==> src/rtl/router_in_buffer.sv <==
// Ring-router input buffer: one packet per virtual channel, accepted on the
// polarity-selected VC and routed (cw / ccw / local PE) on the opposite phase.
module router_in_buffer #(
  parameter int DATA_W  = 64,
  parameter int HOP_LSB = 48,
  parameter int HOP_W   = 8
) (
  input  logic              clk,
  input  logic              reset,
  input  logic              polarity,
  input  logic              in_si,
  output logic              in_ri,
  input  logic [DATA_W-1:0] in_di,
  output logic              req_cw,
  output logic              req_ccw,
  output logic              req_pe,
  input  logic              gnt,
  output logic [DATA_W-1:0] fwd_do,
  output logic              err_vc
);

  logic [DATA_W-1:0] buf_q [2];
  logic [1:0]        full_q;

  logic              fwd_vc;
  logic [DATA_W-1:0] head;
  logic [HOP_W-1:0]  hop;
  logic              dir;
  logic              accept;
  logic              vc_match;

  assign fwd_vc   = ~polarity;
  assign head     = buf_q[fwd_vc];
  assign hop      = head[HOP_LSB +: HOP_W];
  assign dir      = head[DATA_W-2];

  assign in_ri    = ~full_q[polarity];
  assign accept   = in_si & in_ri;
  assign vc_match = (in_di[DATA_W-1] == polarity);

  // Hop is halved on every ring hop; a zero hop means the packet has arrived.
  always_comb begin
    // NOTE: every output gets a default first so no path leaves one unassigned (no latch).
    req_cw  = 1'b0;
    req_ccw = 1'b0;
    req_pe  = 1'b0;
    fwd_do  = '0;
    if (full_q[fwd_vc]) begin
      fwd_do = head;
      if (hop == '0) begin
        req_pe = 1'b1;
      end else begin
        req_cw  = ~dir;
        req_ccw = dir;
        fwd_do[HOP_LSB +: HOP_W] = hop >> 1;
      end
    end
  end

  // Write and forward always target different VCs, so both may fire in one cycle.
  always_ff @(posedge clk) begin
    // NOTE: sequential state uses non-blocking assignments only, so all reads see pre-edge values.
    if (reset) begin
      full_q   <= '0;
      buf_q[0] <= '0;
      buf_q[1] <= '0;
      err_vc   <= 1'b0;
    end else begin
      err_vc <= accept & ~vc_match;
      if (accept && vc_match) begin
        buf_q[polarity]  <= in_di;
        full_q[polarity] <= 1'b1;
      end
      if (gnt && full_q[fwd_vc]) begin
        full_q[fwd_vc] <= 1'b0;
      end
    end
  end

endmodule

==> config.mk <==
export PLATFORM = sky130hd
export DESIGN_NAME = router_in_buffer
export DESIGN_NICKNAME = d
export VERILOG_FILES = /design/src/rtl/router_in_buffer.sv
export SDC_FILE = /design/constraint.sdc
export NUM_CORES = 1
export LEC_CHECK = 0
export CAP_MARGIN = 25
export CORE_ASPECT_RATIO = 0.6
export CORE_UTILIZATION = 42
export DETAILED_ROUTE_END_ITERATION = 7
export PLACE_DENSITY = 0.69
export SLEW_MARGIN = 0
export SYNTH_ARGS = -nofsm -noshare
export SYNTH_HDL_FRONTEND = slang
export SYNTH_SLANG_ARGS = --single-unit
export TNS_END_PERCENT = 10
==> constraint.sdc <==
create_clock -name clk -period 4.8 [get_ports clk]
set_input_delay 0.96 -clock clk [delete_from_list [all_inputs] [get_ports clk]]
set_output_delay 0.96 -clock clk [all_outputs]
set_load 0.05 [all_outputs]
* Word-level counts from Yosys, hierarchy flattened
Memories as Yosys holds them, arrays and structs flattened.
Index checks and enable logic that the tools add are counted.
** Operators by class
- $lt $le $gt $ge :: 4
- Equality and inequality tests :: 1
- Mux-type cells :: 27
- Bitwise operators :: 9
- Reduce and logical (&&, ||, !) cells :: 6
** Operators by type and width (count)
- 64-bit two-way mux :: 2
- 64-bit OR reduction :: 1
- 1-bit two-way mux :: 19
- 8-bit logical NOT :: 1
- 8-bit two-way mux :: 1
- 2-bit two-way mux :: 3
- 1-bit logical AND :: 4
- 1-bit by 2-bit less-than comparator with 1-bit output (second input constant) :: 2
- 1-bit NOT :: 4
- 1-bit bitwise AND :: 2
- 2-bit bitwise AND :: 1
- 1-bit demux with 1-bit select :: 2
- 1-bit greater-or-equal comparator (second input constant) :: 2
- 2-bit NOT :: 1
- 2-bit OR :: 1
- 1-bit equality test :: 1
** Storage, ports and cells
- Register bits after elaboration :: 3
- RAM bits :: 128
- Input bits :: 69
- Output and inout bits :: 69
- Word-level logic and storage cells :: 50
- Memories :: 1
** Memory list
- buf_q :: words 2, bits a word 64, rd ports 1, clocked after memory_dff 0, wr ports 2, line 22 : logic [DATA_W-1:0] buf_q [2];

* Longest topological paths before layout
- Depth in word-level cells :: 10
- Mapped depth :: 6
- Mapped depth without buffers :: 3

* Least setup slack after synthesis
OpenSTA, ideal clock, no wires.
- Kind :: input -> output
- Start point :: input port polarity
- End point :: output port req_cw
- Arrival :: 2.537 ns
- Required time :: 3.840 ns
- Setup slack :: 1.303 ns
- Stages :: 4
- Path buffers :: 2
- Cells stage by stage :: buf_6 -> buf_4 -> nand2_1 -> o32ai_1
** On the way
- Cells in the longest elaborated chain, start to end :: 5
- Elaborated cells on any way between the ends :: 8
- Those cells by class :: 4 x mux; 2 x bitwise; 1 x reduce/logical; 1 x memory
** Ends and longest elaborated chain
- from (decl) :: line 10 : input logic polarity,
- 1-bit NOT :: line 32 : assign fwd_vc = ~polarity;
- memory 2 x 64 bit
- 8-bit logical NOT / 1-bit NOT (equally long branches) :: line 50, 53
- 1-bit two-way mux :: line 50 : if (hop == '0) begin
- 1-bit two-way mux * :: line 48 : if (full_q[fwd_vc]) begin
- to (decl) :: line 14 : output logic req_cw,
Every way passes the cells marked *; elsewhere a longest branch is shown, timed or not. The select of a mux whose other input is x is not followed.

* Final worst setup path
- Start point :: input port polarity
- End point :: output port fwd_do[27]
** On the way
- Cells in the longest elaborated chain, start to end :: 3
- Elaborated cells on any way between the ends :: 5
- Those cells by class :: 3 x mux; 1 x bitwise; 1 x memory
** Ends and longest elaborated chain
- 1-bit NOT / 1-bit two-way mux (equally long branches) :: line 32, 48
- memory 2 x 64 bit / 1-bit two-way mux (equally long branches)
- 64-bit two-way mux * :: line 48
- to (decl) :: line 18 : output logic [DATA_W-1:0] fwd_do,
Marks and branches as above.

==> impl_metrics.env <==
export IMPL_htreeDepth=4
export IMPL_ys_ff_latch=131
export IMPL_root_buffer="clkbuf_16"
export IMPL_grt_antenna_before_repair=0
export IMPL_antenna_cells=0
export IMPL_max_freq_mhz=233
export IMPL_grt_overflow=0
export IMPL_cp_num_buf_inv=3
export IMPL_cp_max_fo=59
export IMPL_rsz0062_at_grt="false"
export IMPL_finalHoldViolCount=0
export IMPL_syn_inst=447
export IMPL_grt_max_degree=65
export IMPL_die_width_um=156
export IMPL_power_density_mw_per_mm2=353
export IMPL_post_cts_buffers=0
export IMPL_tns_ps=0
export IMPL_critPathKind="primary input to output port"
export IMPL_drc=0
export IMPL_yosysTopAreaCellShare_pct=64.4
export IMPL_via_count=3736
export IMPL_ir_worst_vdd_v=0.000205
export IMPL_min_delay_start="full_q[1]"
export IMPL_status="finished clean"
export IMPL_firstDrtPassIters=4
export IMPL_finalCriticalPeriod_ps=4290
export IMPL_dieHeight_um=94.3
export IMPL_ys_seq_area_share_pct=65.4
export IMPL_yosys_area_top_type="edfxtp_1"
export IMPL_viasPerCell=4.77
export IMPL_grt_pass1_wl_mm=20.0
export IMPL_p_sw_uw=649
export IMPL_synth_warnings=0
export IMPL_internal_power_mw=2.20
export IMPL_cts_path_max_buffers=2
export IMPL_regToRegStartpoint="full_q[1]"
export IMPL_worst_setup_path_end_kind="output port"
export IMPL_port_buffers=136
export IMPL_die_area_mm2=0.0147
export IMPL_core_area_mm2=0.0137
export IMPL_fillers=1075
export IMPL_timing_critical_path_slowest_cell_delay_ps=840
export IMPL_clock_sinks=131
export IMPL_cpMostUsedCell="buf_4"
export IMPL_grt_pass1_vias=3938
export IMPL_synth_avg_cell_area_um2=13.4
export IMPL_setup_violations=0
export IMPL_drv_cap=0
export IMPL_critPathSlowestCell="buf_4"
export IMPL_hold_buffers=0
export IMPL_nets=649
export IMPL_slew_violations=0
export IMPL_ant_nets=0
export IMPL_cts_buffers=17
export IMPL_period_share_pct=89.3
export IMPL_globalRouteTotalUtil_pct=18.2
export IMPL_dp_hpwl_mm=7.60
export IMPL_cts_resized_gates=0
export IMPL_clockPowerShare_pct=42.7
export IMPL_critPathRequiredTime_ps=3840
export IMPL_wire_per_inst_um=16.2
export IMPL_tightest_slew_ps=1020
export IMPL_rows=33
export IMPL_total_leakage_power_nw=3.09
export IMPL_cp_start_kind="primary input"
export IMPL_crit_start="polarity"
export IMPL_cts_tree="done"
export IMPL_swShare_pct=22.8
export IMPL_skew_ps=8.43
export IMPL_ys_types=32
export IMPL_combPwrFrac_pct=10.3
export IMPL_slew_headroom_pct=32.3
export IMPL_clkTransAtPathRegs_ps=50
export IMPL_wl_mm=12.7
export IMPL_crit_chain="buf_4, buf_4, mux2i_1, nor2_1, clkdlybuf4s50_1"
export IMPL_seq_power_share_pct=47.0
export IMPL_synth_area_top_cells="edfxtp_1, and2_1, mux2i_1, nor2_1, buf_6"
export IMPL_clock_latency_ps=400
export IMPL_syn_to_final_growth_pct=34.9
export IMPL_hp_class="flip-flop to flip-flop"
export IMPL_drive_gt1_share_pct=7.11
export IMPL_gp_congestion=0.806
export IMPL_cp_arrival_ps=3330
export IMPL_syn_area_mm2=0.00597
export IMPL_start_util_pct=43.4
export IMPL_first_iter_violations=220
export IMPL_cp_top_family="buffers and inverters"
export IMPL_post_route_util_pct=58.6
export IMPL_io_pins=138
[power by group through the flow]
stage / registers, mW / logic, mW / clock network [mW]
after floorplan: 1.36 / 0.164 / 0
after global placement: 1.36 / 0.286 / 0
after detailed placement: 1.36 / 0.293 / 0
after CTS: 1.34 / 0.294 / 1.23
after global routing: 1.34 / 0.313 / 1.28
final: 1.34 / 0.293 / 1.21
[layout by cell type, fill, tap and decap left out]
cell and instances:
edfxtp_1 128, nor2_1 65, nand2b_4 1, nand2_1 4, mux2i_1 63, or2_2 1
o21ai_0 1, nor2b_1 2, nand3_1 1, and2_1 126, conb_1 2, buf_12 1
nand2b_1 1, clkinv_2 6, a21oi_4 1, buf_4 4, o32ai_1 1, o22ai_1 1
clkdlybuf4s50_1 135, xor2_1 1, clkbuf_16 17, inv_1 2, or4_1 4, nor4b_2 1
buf_16 2, and4b_1 1, a2bb2oi_1 1, o21ba_2 1, bufinv_16 2, nand4b_1 1
dfxtp_1 3, clkinvlp_4 2, a21oi_1 2, clkinv_4 1, clkbuf_1 1, clkinv_1 1
nor2_4 1, and2b_2 1, nor3_1 2
[final cells by class]
| cell class | count | area (µm²) | area share (%) |
|---|---|---|---|
| Clock buffer | 18 | 429 | 5.33 |
| Clock inverter | 12 | 118 | 1.46 |
| Inverter | 2 | 7.51 | 0.0932 |
| Multi-Input combinational cell | 286 | 1900 | 23.6 |
| Sequential cell | 131 | 3900 | 48.5 |
| Tap cell | 192 | 240 | 2.98 |
| Timing Repair Buffer | 142 | 1460 | 18.1 |
[synth_stat cells]
library cell / number
a21oi_1: 2
a21oi_2: 1
a2bb2oi_1: 1
and2_1: 126
and2b_1: 1
and4b_1: 1
buf_2: 6
buf_4: 4
buf_6: 7
clkbuf_1: 11
clkbuf_2: 1
conb_1: 1
dfxtp_1: 3
edfxtp_1: 128
inv_1: 2
mux2i_1: 63
nand2_1: 4
nand2b_1: 2
nand3_1: 1
nand4b_1: 1
nor2_1: 65
nor2_2: 1
nor2b_1: 2
nor3_1: 2
nor4b_2: 1
o21ai_0: 1
o21ba_2: 1
o22ai_1: 1
o32ai_1: 1
or2_2: 1
or4_1: 4
xor2_1: 1
[metrics by stage]
step / instance area (µm²) / total power, mW / hold slack, ps / setup slack [ps] / std cells
3_5_place_dp: 7480 / 1.65 / 558 / 535 / 752
3_3_place_gp: 7450 / 1.64 / 546 / 443 / 751
4_1_cts: 8020 / 2.86 / 572 / 525 / 782
2_1_floorplan: 5970 / 1.52 / 508 / 1300 / 448
5_1_grt: 8050 / 2.94 / 603 / 398 / 783
6_report: 8050 / 2.84 / 579 / 515 / 783
[flip-flops by register name (all words and copies together), names as in the netlist]
register  count
err_vc        1
full_q        2
buf_q       128
[worst min-delay path: stages, from the launching register on]
cell and delay, ps:
dfxtp_1 380, a2bb2oi_1 90, nor2_1 80
[logic make-up (layout without fill, tap and decap cells)]
group,after synthesis,in the layout,share of synthesized area [%]
mux,63,63,10.6
simple gates,212,212,19.6
buf+inv,31,174,3.23
compound gates,8,8,0.964
flops,131,131,65.4
other cells,1,2,0.0628
xor+xnor,1,1,0.147
[routing by layer]
layer  wire (µm)  vias up  global-route usage (%)
met3         773       11                    5.09
li1            -     1814                       -
met4          80        0                    5.80
met2        5810      124                    29.1
met5           0        -                       0
met1        6050     1787                    24.3
[final timing paths]
kind | end | slack, ps | cells after the start
hold / removal | full_q[1] | 580 | 2
hold reg to reg | full_q[1] | 580 | 2
setup reg to reg | buf_q[1][39] | 2970 | 2
setup / recovery | fwd_do[27] | 510 | 5
Note: power is estimated with default switching activity, not from simulation.
